$ cat config.mk
export PLATFORM = sky130hd
export DESIGN_NAME = sum_latch_uart_nch
export DESIGN_NICKNAME = d
export VERILOG_FILES = /design/src/rtl/sum_latch_pkg.sv /design/src/rtl/uart_tx_byte.sv /design/src/rtl/sum_latch_uart_nch.sv
export SDC_FILE = /design/constraint.sdc
export NUM_CORES = 1
export LEC_CHECK = 0
export BUFFER_PORTS_ARGS = -buffer_cell sky130_fd_sc_hd__buf_2
export CORE_MARGIN = 3
export CORE_UTILIZATION = 48
export DETAILED_ROUTE_END_ITERATION = 10
export PLACE_DENSITY_LB_ADDON = 0.3
export SLEW_MARGIN = 20
export SYNTH_ARGS = -nofsm -noshare
export SYNTH_HDL_FRONTEND = slang
export SYNTH_SLANG_ARGS = --single-unit
$ cat constraint.sdc
create_clock -name clk -period 3.1 [get_ports clk]
set_input_delay 0.31 -clock clk [delete_from_list [all_inputs] [get_ports clk]]
set_output_delay 0.31 -clock clk [all_outputs]
set_load 0.01 [all_outputs]
$ cat src/rtl/sum_latch_pkg.sv
// Shared types and constants for the sum/latch/UART block family.
package sum_latch_pkg;

  localparam int UART_FRAME_BITS = 10;
  localparam int UART_DATA_BITS  = 8;

  typedef enum logic [1:0] {IDLE, START, DATA, STOP} tx_state_t;

  // Ceiling log2; clog2(1) = 0 so a single-value counter collapses cleanly
  function automatic int clog2(input int value);
    int result;
    int v;
    result = 0;
    v = value - 1;
    while (v > 0) begin
      result++;
      v = v >> 1;
    end
    return result;
  endfunction

endpackage

$ cat src/rtl/uart_tx_byte.sv
// Single 8N1 frame serialiser; a start in the final stop-bit cycle chains
// the next frame with no idle gap.
module uart_tx_byte
  import sum_latch_pkg::*;
#(
  parameter int CLKS_PER_BIT = 868
) (
  input  logic       clk,
  input  logic       reset,
  input  logic       start,
  input  logic [7:0] data,
  output logic       txd,
  output logic       busy,
  output logic       done
);

  localparam int CNT_W = clog2(CLKS_PER_BIT);
  localparam logic [CNT_W-1:0] CNT_LAST = CNT_W'(CLKS_PER_BIT - 1);
  localparam int FRAME_DATA_BITS = UART_FRAME_BITS - 2;

  tx_state_t        state, state_nxt;
  logic [CNT_W-1:0] clk_cnt, clk_cnt_nxt;
  logic [2:0]       bit_cnt, bit_cnt_nxt;
  logic [7:0]       shreg, shreg_nxt;
  logic             txd_nxt;
  logic             bit_end;

  assign bit_end = (clk_cnt == CNT_LAST);
  assign busy    = (state != IDLE);
  assign done    = (state == STOP) && bit_end;

  always_ff @(posedge clk) begin
    if (reset) begin
      state   <= IDLE;
      clk_cnt <= '0;
      bit_cnt <= '0;
      shreg   <= '0;
      txd     <= 1'b1;
    end else begin
      state   <= state_nxt;
      clk_cnt <= clk_cnt_nxt;
      bit_cnt <= bit_cnt_nxt;
      shreg   <= shreg_nxt;
      txd     <= txd_nxt;
    end
  end

  // txd is registered so the line changes exactly on bit boundaries
  always_comb begin
    state_nxt   = state;
    clk_cnt_nxt = bit_end ? '0 : clk_cnt + 1'b1;
    bit_cnt_nxt = bit_cnt;
    shreg_nxt   = shreg;
    txd_nxt     = txd;
    case (state)
      IDLE: begin
        clk_cnt_nxt = '0;
        if (start) begin
          state_nxt = START;
          shreg_nxt = data;
          txd_nxt   = 1'b0;
        end
      end
      START: begin
        if (bit_end) begin
          state_nxt   = DATA;
          bit_cnt_nxt = '0;
          txd_nxt     = shreg[0];
        end
      end
      DATA: begin
        if (bit_end) begin
          if (bit_cnt == 3'(UART_DATA_BITS - 1)) begin
            state_nxt = STOP;
            txd_nxt   = 1'b1;
          end else begin
            bit_cnt_nxt = bit_cnt + 1'b1;
            shreg_nxt   = shreg >> 1;
            txd_nxt     = shreg[1];
          end
        end
      end
      STOP: begin
        if (bit_end) begin
          if (start) begin
            state_nxt = START;
            shreg_nxt = data;
            txd_nxt   = 1'b0;
          end else begin
            state_nxt = IDLE;
            txd_nxt   = 1'b1;
          end
        end
      end
      default: state_nxt = IDLE;
    endcase
  end

endmodule

$ cat src/rtl/sum_latch_uart_nch.sv
// Latches NUM_OPS operands from a shared bus, registers their sum and sends
// it LSB-byte-first as back-to-back 8N1 frames.
module sum_latch_uart_nch
  import sum_latch_pkg::*;
#(
  parameter int DATA_W       = 5,
  parameter int NUM_OPS      = 2,
  parameter int CLKS_PER_BIT = 868,
  parameter int AUTO_SEND    = 1,
  localparam int SUM_W       = DATA_W + clog2(NUM_OPS)
) (
  input  logic               clk,
  input  logic               reset,
  input  logic [NUM_OPS-1:0] save_n,
  input  logic [DATA_W-1:0]  data_input,
  input  logic               send_n,
  input  logic               uart_tx_en,
  output logic               uart_txd,
  output logic               uart_tx_busy,
  output logic [NUM_OPS-1:0] valid_mask,
  output logic [SUM_W-1:0]   sum_out
);

  localparam int NBYTES = (SUM_W + 7) / 8;
  localparam int PAD_W  = 8 * NBYTES;
  localparam int CNT_W  = clog2(NBYTES + 1);

  logic [NUM_OPS-1:0] save_s1, save_s2, save_s3, save_pulse;
  logic               send_s1, send_s2, send_s3, send_pulse;
  logic [DATA_W-1:0]  op [NUM_OPS];
  logic [SUM_W-1:0]   sum_comb;
  logic               all_valid_d, auto_trig, accept;
  logic [PAD_W-1:0]   sum_pad, tx_shift;
  logic [CNT_W-1:0]   byte_cnt;
  logic               tx_start, tx_done, next_byte;
  logic [7:0]         tx_data;

  // Stages reset high (strobe idle level) so no false edge follows reset
  always_ff @(posedge clk) begin
    if (reset) begin
      save_s1 <= '1;
      save_s2 <= '1;
      save_s3 <= '1;
      send_s1 <= 1'b1;
      send_s2 <= 1'b1;
      send_s3 <= 1'b1;
    end else begin
      save_s1 <= save_n;
      save_s2 <= save_s1;
      save_s3 <= save_s2;
      send_s1 <= send_n;
      send_s2 <= send_s1;
      send_s3 <= send_s2;
    end
  end

  assign save_pulse = save_s3 & ~save_s2;
  assign send_pulse = send_s3 & ~send_s2;

  // A save in the accept cycle wins over the clear for its own channel
  always_ff @(posedge clk) begin
    if (reset) begin
      for (int i = 0; i < NUM_OPS; i++) op[i] <= '0;
      valid_mask <= '0;
    end else begin
      if (accept) valid_mask <= '0;
      for (int i = 0; i < NUM_OPS; i++) begin
        if (save_pulse[i]) begin
          op[i]         <= data_input;
          valid_mask[i] <= 1'b1;
        end
      end
    end
  end

  always_comb begin
    sum_comb = '0;
    for (int i = 0; i < NUM_OPS; i++) sum_comb = sum_comb + SUM_W'(op[i]);
  end

  always_ff @(posedge clk) begin
    if (reset) begin
      sum_out     <= '0;
      all_valid_d <= 1'b0;
    end else begin
      sum_out     <= sum_comb;
      all_valid_d <= &valid_mask;
    end
  end

  // Waiting one full all-valid cycle lets sum_out absorb the final save
  assign auto_trig = (AUTO_SEND != 0) && all_valid_d && (&valid_mask);
  assign accept    = (send_pulse || auto_trig) && !uart_tx_busy && uart_tx_en;
  assign sum_pad   = PAD_W'(sum_out);
  assign next_byte = tx_done && (byte_cnt > CNT_W'(1));
  assign tx_start  = accept || next_byte;
  assign tx_data   = accept ? sum_pad[7:0] : tx_shift[7:0];

  // Byte 0 goes straight to the serialiser; tx_shift holds the rest
  always_ff @(posedge clk) begin
    if (reset) begin
      tx_shift <= '0;
      byte_cnt <= '0;
    end else if (accept) begin
      tx_shift <= sum_pad >> 8;
      byte_cnt <= CNT_W'(NBYTES);
    end else if (tx_done) begin
      byte_cnt <= byte_cnt - 1'b1;
      if (next_byte) tx_shift <= tx_shift >> 8;
    end
  end

  uart_tx_byte #(
    .CLKS_PER_BIT(CLKS_PER_BIT)
  ) u_tx (
    .clk  (clk),
    .reset(reset),
    .start(tx_start),
    .data (tx_data),
    .txd  (uart_txd),
    .busy (uart_tx_busy),
    .done (tx_done)
  );

endmodule

### After elaboration in Yosys (flattened, before gate mapping)

Memory sizes are Yosys's and may differ from the RTL's.
Index checks and enable logic that the tools add are counted.
Widths: inputs -> output; s select.

* add/subtract/negate cells: 4
* multipliers: 0
* div/mod/pow operators: 0
* order comparisons: 1
* eq/ne operators: 11
* shift-type cells: 0
* mux-type cells: 39
* bitwise gates (word level): 6
* reductions and logical operators: 21

Operators with widths (count)
* $mux 8: 4
* $pmux 8 s3: 1
* $mux 1: 19
* $mux 2: 6
* $reduce_and 4->1: 3
* $add 10x1->10 const B: 1
* $eq 10x10->1 const B: 1
* $mux 5: 2
* $reduce_bool 2->1: 5
* $mux 3: 3
* $ne 2x1->1 const B: 4
* $pmux 2 s4: 1
* $add 5x5->6: 1
* $mux 6: 1
* $pmux 3 s2: 1
* $logic_and 1x1->1: 5
* $reduce_and 5->1: 1
* $eq 2x2->1 const B: 2
* $ne 2x2->1 const B: 2
* $pmux 1 s4: 1
* $add 3x1->3 const B: 1
* $eq 3x3->1 const B: 1
* $reduce_bool 3->1: 1
* $reduce_or 3->1: 1
* other kinds (12): 14

* register bits after elaboration: 43
* latch bits: 0
* memory bits (writable): 10
* bits in read-only memories: 0
* input bits: 11
* output and inout port bits: 10
* logic and storage cells: 99
* memories: 1

Memory list
* op: words 2, bits a word 5, read ports 2, clocked after Yosys merged registers in 0, write ports 2, RTL line sum_latch_uart_nch.sv:30 `logic [DATA_W-1:0] op [NUM_OPS];`

### Longest topological paths before layout

* depth in word-level cells: 9
* mapped depth: 9
* gate-level depth less buffers: 8

### Hierarchy

A second synthesis with hierarchy kept.

* cell total of the unflattened synthesis: 244
* area total of the unflattened synthesis: 2406.1 um^2

Modules (own cells, without submodules)
* uart_tx_byte: times used 1, cells an instance 145, area an instance 1287.5 um^2, sequential area each 480.5 um^2
* sum_latch_uart_nch: times used 1, cells an instance 99, area an instance 1118.6 um^2, sequential area each 660.6 um^2

### Worst setup path after synthesis

No wires, ideal clock.

* path type: register -> register
* start: register u_tx.state[0]
* end: register u_tx.state[1]
* library setup time: 0.128 ns
* arrival: 1.763 ns
* data required time: 2.972 ns
* path slack: 1.209 ns
* stages on the path, launching flop included: 8
* buffers on the path: 1
* period minus slack after synthesis: 1.891 ns
* cell sequence: dfxtp_1 inv_1 ha_1 buf_6 or3_1 a222oi_1 mux2i_1 nor2_1

* cells in the longest elaborated chain, start to end: 7
* elaborated cells on any way between the ends: 18
* classes of those cells: eq/ne (8); mux (1); reduce/logical (9)

RTL lines
* start: declaration: RTL line uart_tx_byte.sv:21 `tx_state_t state, state_nxt;`
* start signal: assignment: RTL line uart_tx_byte.sv:40 `state <= state_nxt;`
* $reduce_bool 2->1: RTL line uart_tx_byte.sv:29 `assign busy = (state != IDLE);`
* $logic_not 1->1: RTL line sum_latch_uart_nch.sv:93 `assign accept = (send_pulse || auto_trig) && !uart_tx_busy && uart_tx_en;`
* $logic_and 1x1->1 (2 in a row): RTL line sum_latch_uart_nch.sv:93
* $logic_or 1x1->1: RTL line sum_latch_uart_nch.sv:96 `assign tx_start = accept || next_byte;`
* $ne 2x2->1 (no line)
* $reduce_and 5->1 (no line)

Parallel ways exist; a longest one is shown, timed or not.
A chain may end at the register's enable or synchronous reset.

### Worst setup path in the final report

* start: register u_tx.state[0]
* end: register u_tx.shreg[1]

* cells in the longest elaborated chain, start to end: 8
* elaborated cells on any way between the ends: 19
* classes of those cells: eq/ne (5); mux (4); reduce/logical (10)

RTL lines
* $reduce_bool 2->1: RTL line uart_tx_byte.sv:29
* $logic_not 1->1: RTL line sum_latch_uart_nch.sv:93
* $logic_and 1x1->1 (2 in a row): RTL line sum_latch_uart_nch.sv:93
* $mux 6 / $logic_or 1x1->1 (equally long branches): RTL line sum_latch_uart_nch.sv:97, sum_latch_uart_nch.sv:96
* $mux 8: RTL line uart_tx_byte.sv:58, uart_tx_byte.sv:85
* $mux 8: RTL line uart_tx_byte.sv:84 `if (bit_end) begin`
* $pmux 8 s3: RTL line uart_tx_byte.sv:55 `case (state)`
* end signal: assignment: RTL line uart_tx_byte.sv:43 `shreg <= shreg_nxt;`
* end: declaration: RTL line uart_tx_byte.sv:24 `logic [7:0] shreg, shreg_nxt;`

Parallel ways exist; a longest one is shown, timed or not. The select of a mux whose other input is x is not followed.

==> out/metrics.yaml <==
status: "finished, final reports clean"
crit_required_ns: 3.31
core_area_um2: 4170
gp_congestion: 0.798
fin_util_pct: 57.4
ant_nets: 0
grt_pass1_wl_um: 5980
switching_power_mw: 0.425
p_int_mw: 1.03
grt_max_degree: 35
synth-seq-area-share_pct: 50.6
via_per_inst: 5.20
tightestPinTransition_ns: 0.547
routed-via-count: 1476
ir_drop_uv: 349
synth_top_area_share_pct: 36.8
drv_slew: 0
crit_chain: "inv_1 -> ha_1 -> or3_1 -> a22oi_2 -> nor2_1 -> a211oi_1"
cts.clk_slew.worst_paths_ns: 0.09
hold_path.class: "in2reg"
setup_tns_ns: 0
area_delta_synth_final_pct: 10.1
p_leak_nw: 0.957
drt_first_pass_iters: 5
fmax_ghz: 0.449
grt_antenna_before_repair: 0
synthCells: 213
seqPwrFrac_pct: 51.8
ys_warn_count: 0
fin_crit_ns: 2.23
die_x_um: 73.3
yosys_register_bits: 50
num_rows: 23
track_usage_pct: 14.6
synth_edf_count: 10
cts.sinks: 50
pwr-share-clk_pct: 27.3
power_frac_comb_pct: 20.9
finalNetCount: 260
synth_largest_area_cell: "dfxtp_1"
grt_pass1_vias: 1322
powerDensity_nw_per_um2: 605
cap_viol_max_count: 0
netlist-cell-type-count: 39
port-buffer-count: 20
wire_per_inst_um: 12.1
rsz0062_at_grt: "no"
drtIter0Drc: 111
crit_type: "reg2reg"
synthTopCellsByArea: "dfxtp_1, edfxtp_1, ha_1"
htreeDepth: 2
grt.overflow.total: 0
async_flop_share_pct: 0
yosysMostFrequentCell: "dfxtp_1"
max_slew_margin_pct: 63.5
worst-path-max-fanout: 18
synth_area_um2: 2180
post_cts_buffers: 0
end_kind: "register"
switching_share_pct: 29.3
setup_viol: 0
postSynthAreaPerCell_um2: 10.2
synthTopCellsByCount: "dfxtp_1, nor2_1, ha_1"
start_kind: "register"
cts_tree: "yes"
crit_path_top_delay_cell: "or3_1"
period_share_pct: 71.8
antenna_cells: 0
dp_hpwl_um: 2440
wirelength_um: 3420
cts-buffers-inserted: 5
clockBufferDepth: 2
start_util_pct: 52.1
io_pins: 21
hold_ws_ns: 0.180
drive_gt1_share_pct: 17.9
synth_ff_type: "dfxtp_1"
cp_data_arrival_time_ns: 2.44
cts-root-buf: "clkbuf_8"
crit_path_max_incr_delay_ns: 0.47
hold_viol_final: 0
drc: 0
clk_latency_ns: 0.30
holdBufCountCts: 0
syn_nets: 240
die_area_um2: 5380
skew_ns: 0.00661
dieHeight_um: 73.3
ctsResizeCount: 0
p_total_mw: 1.45
[cells by family after synthesis]
group / synth area share, %
AOI/OAI and AO/OA: 12.1
xor gates and xnor gates: 4.03
adders and majority gates: 9.55
buffers and inverters: 3.45
DFF: 50.6
muxes: 0.460
and+or+nand+nor: 19.8
[stage by stage]
step | area (µm²) | instances | worst slack [ns]
final | 2400 | 284 | 0.873
after global routing | 2400 | 284 | 0.633
after CTS | 2400 | 284 | 0.843
after detailed placement | 2300 | 276 | 0.897
after global placement | 2300 | 276 | 0.978
after floorplan | 2180 | 213 | 1.21
[final timing paths]
check,from,end,slack [ns],cells after the start
hold reg to reg,save_s1[1],save_s2[1],0.42,1
hold / removal,save_n[0],save_s1[0],0.18,2
setup / recovery,u_tx.state[0],u_tx.shreg[1],0.87,6
setup reg to reg,u_tx.state[0],u_tx.shreg[1],0.87,6
[per-layer routing]
layer | vias to the layer above | track usage [%] | wire [µm]
li1 | 776 | - | -
met3 | 8 | 4.51 | 225
met5 | - | 0 | 0
met2 | 34 | 20.4 | 1420
met1 | 658 | 20.2 | 1710
met4 | 0 | 7.85 | 68
[sequential cells by signal, summed over array words and instances (netlist names)]
name / cells
u_tx.clk_cnt: 10
save_s2: 2
op: 10
send_s3: 1
sum_out: 6
save_s3: 2
u_tx.bit_cnt: 3
u_tx.txd: 1
u_tx.state: 2
valid_mask: 2
u_tx.shreg: 6
save_s1: 2
send_s2: 1
send_s1: 1
all_valid_d: 1
[layout make-up]
cell class | count | area, µm²
clock buffers | 7 | 90.1
multi-input cells | 146 | 1000
fillers | 358 | 1780
well taps | 50 | 62.6
repair buffers | 20 | 100
clock inverters | 1 | 5.00
flip-flops and latches | 50 | 1100
inverters | 10 | 37.5
[critical path, delay by kind of cell, from the launching register on]
kind | cells | cell delay, ns
AND/OR/NAND/NOR | 2 | 0.54
buffers and inverters | 1 | 0.11
AO/OA/AOI/OAI | 2 | 0.63
adder cells (fa/ha/maj) | 1 | 0.40
flip-flops | 1 | 0.44
[cells in the final DEF (no fill, tap or decap), types with 5 or more instances in the layout]
master    Yosys  routed
nand2_1      10      10
nand3_1       6       6
a32oi_1       5       5
and2_1        6       6
ha_1         15      15
a21oi_1      12      12
nor2_1       29      29
xor2_1        5       5
dfxtp_1      40      40
buf_2         0      20
clkbuf_8      0       6
a211oi_1      6       6
nor2b_1       5       5
xnor2_1       5       5
edfxtp_1     10      10
or2_2         9       9
nand2b_1      5       5
inv_1        10      10
[power by group through the flow]
| stage | Clock, mW | Sequential (mW) | Combinational, mW |
|---|---|---|---|
| after global routing | 0.441 | 0.759 | 0.346 |
| after detailed placement | 0 | 0.767 | 0.302 |
| after CTS | 0.408 | 0.752 | 0.303 |
| final | 0.396 | 0.752 | 0.303 |
| after global placement | 0 | 0.765 | 0.295 |
| after floorplan | 0 | 0.765 | 0.227 |
Note: power is estimated with default switching activity, not from simulation.
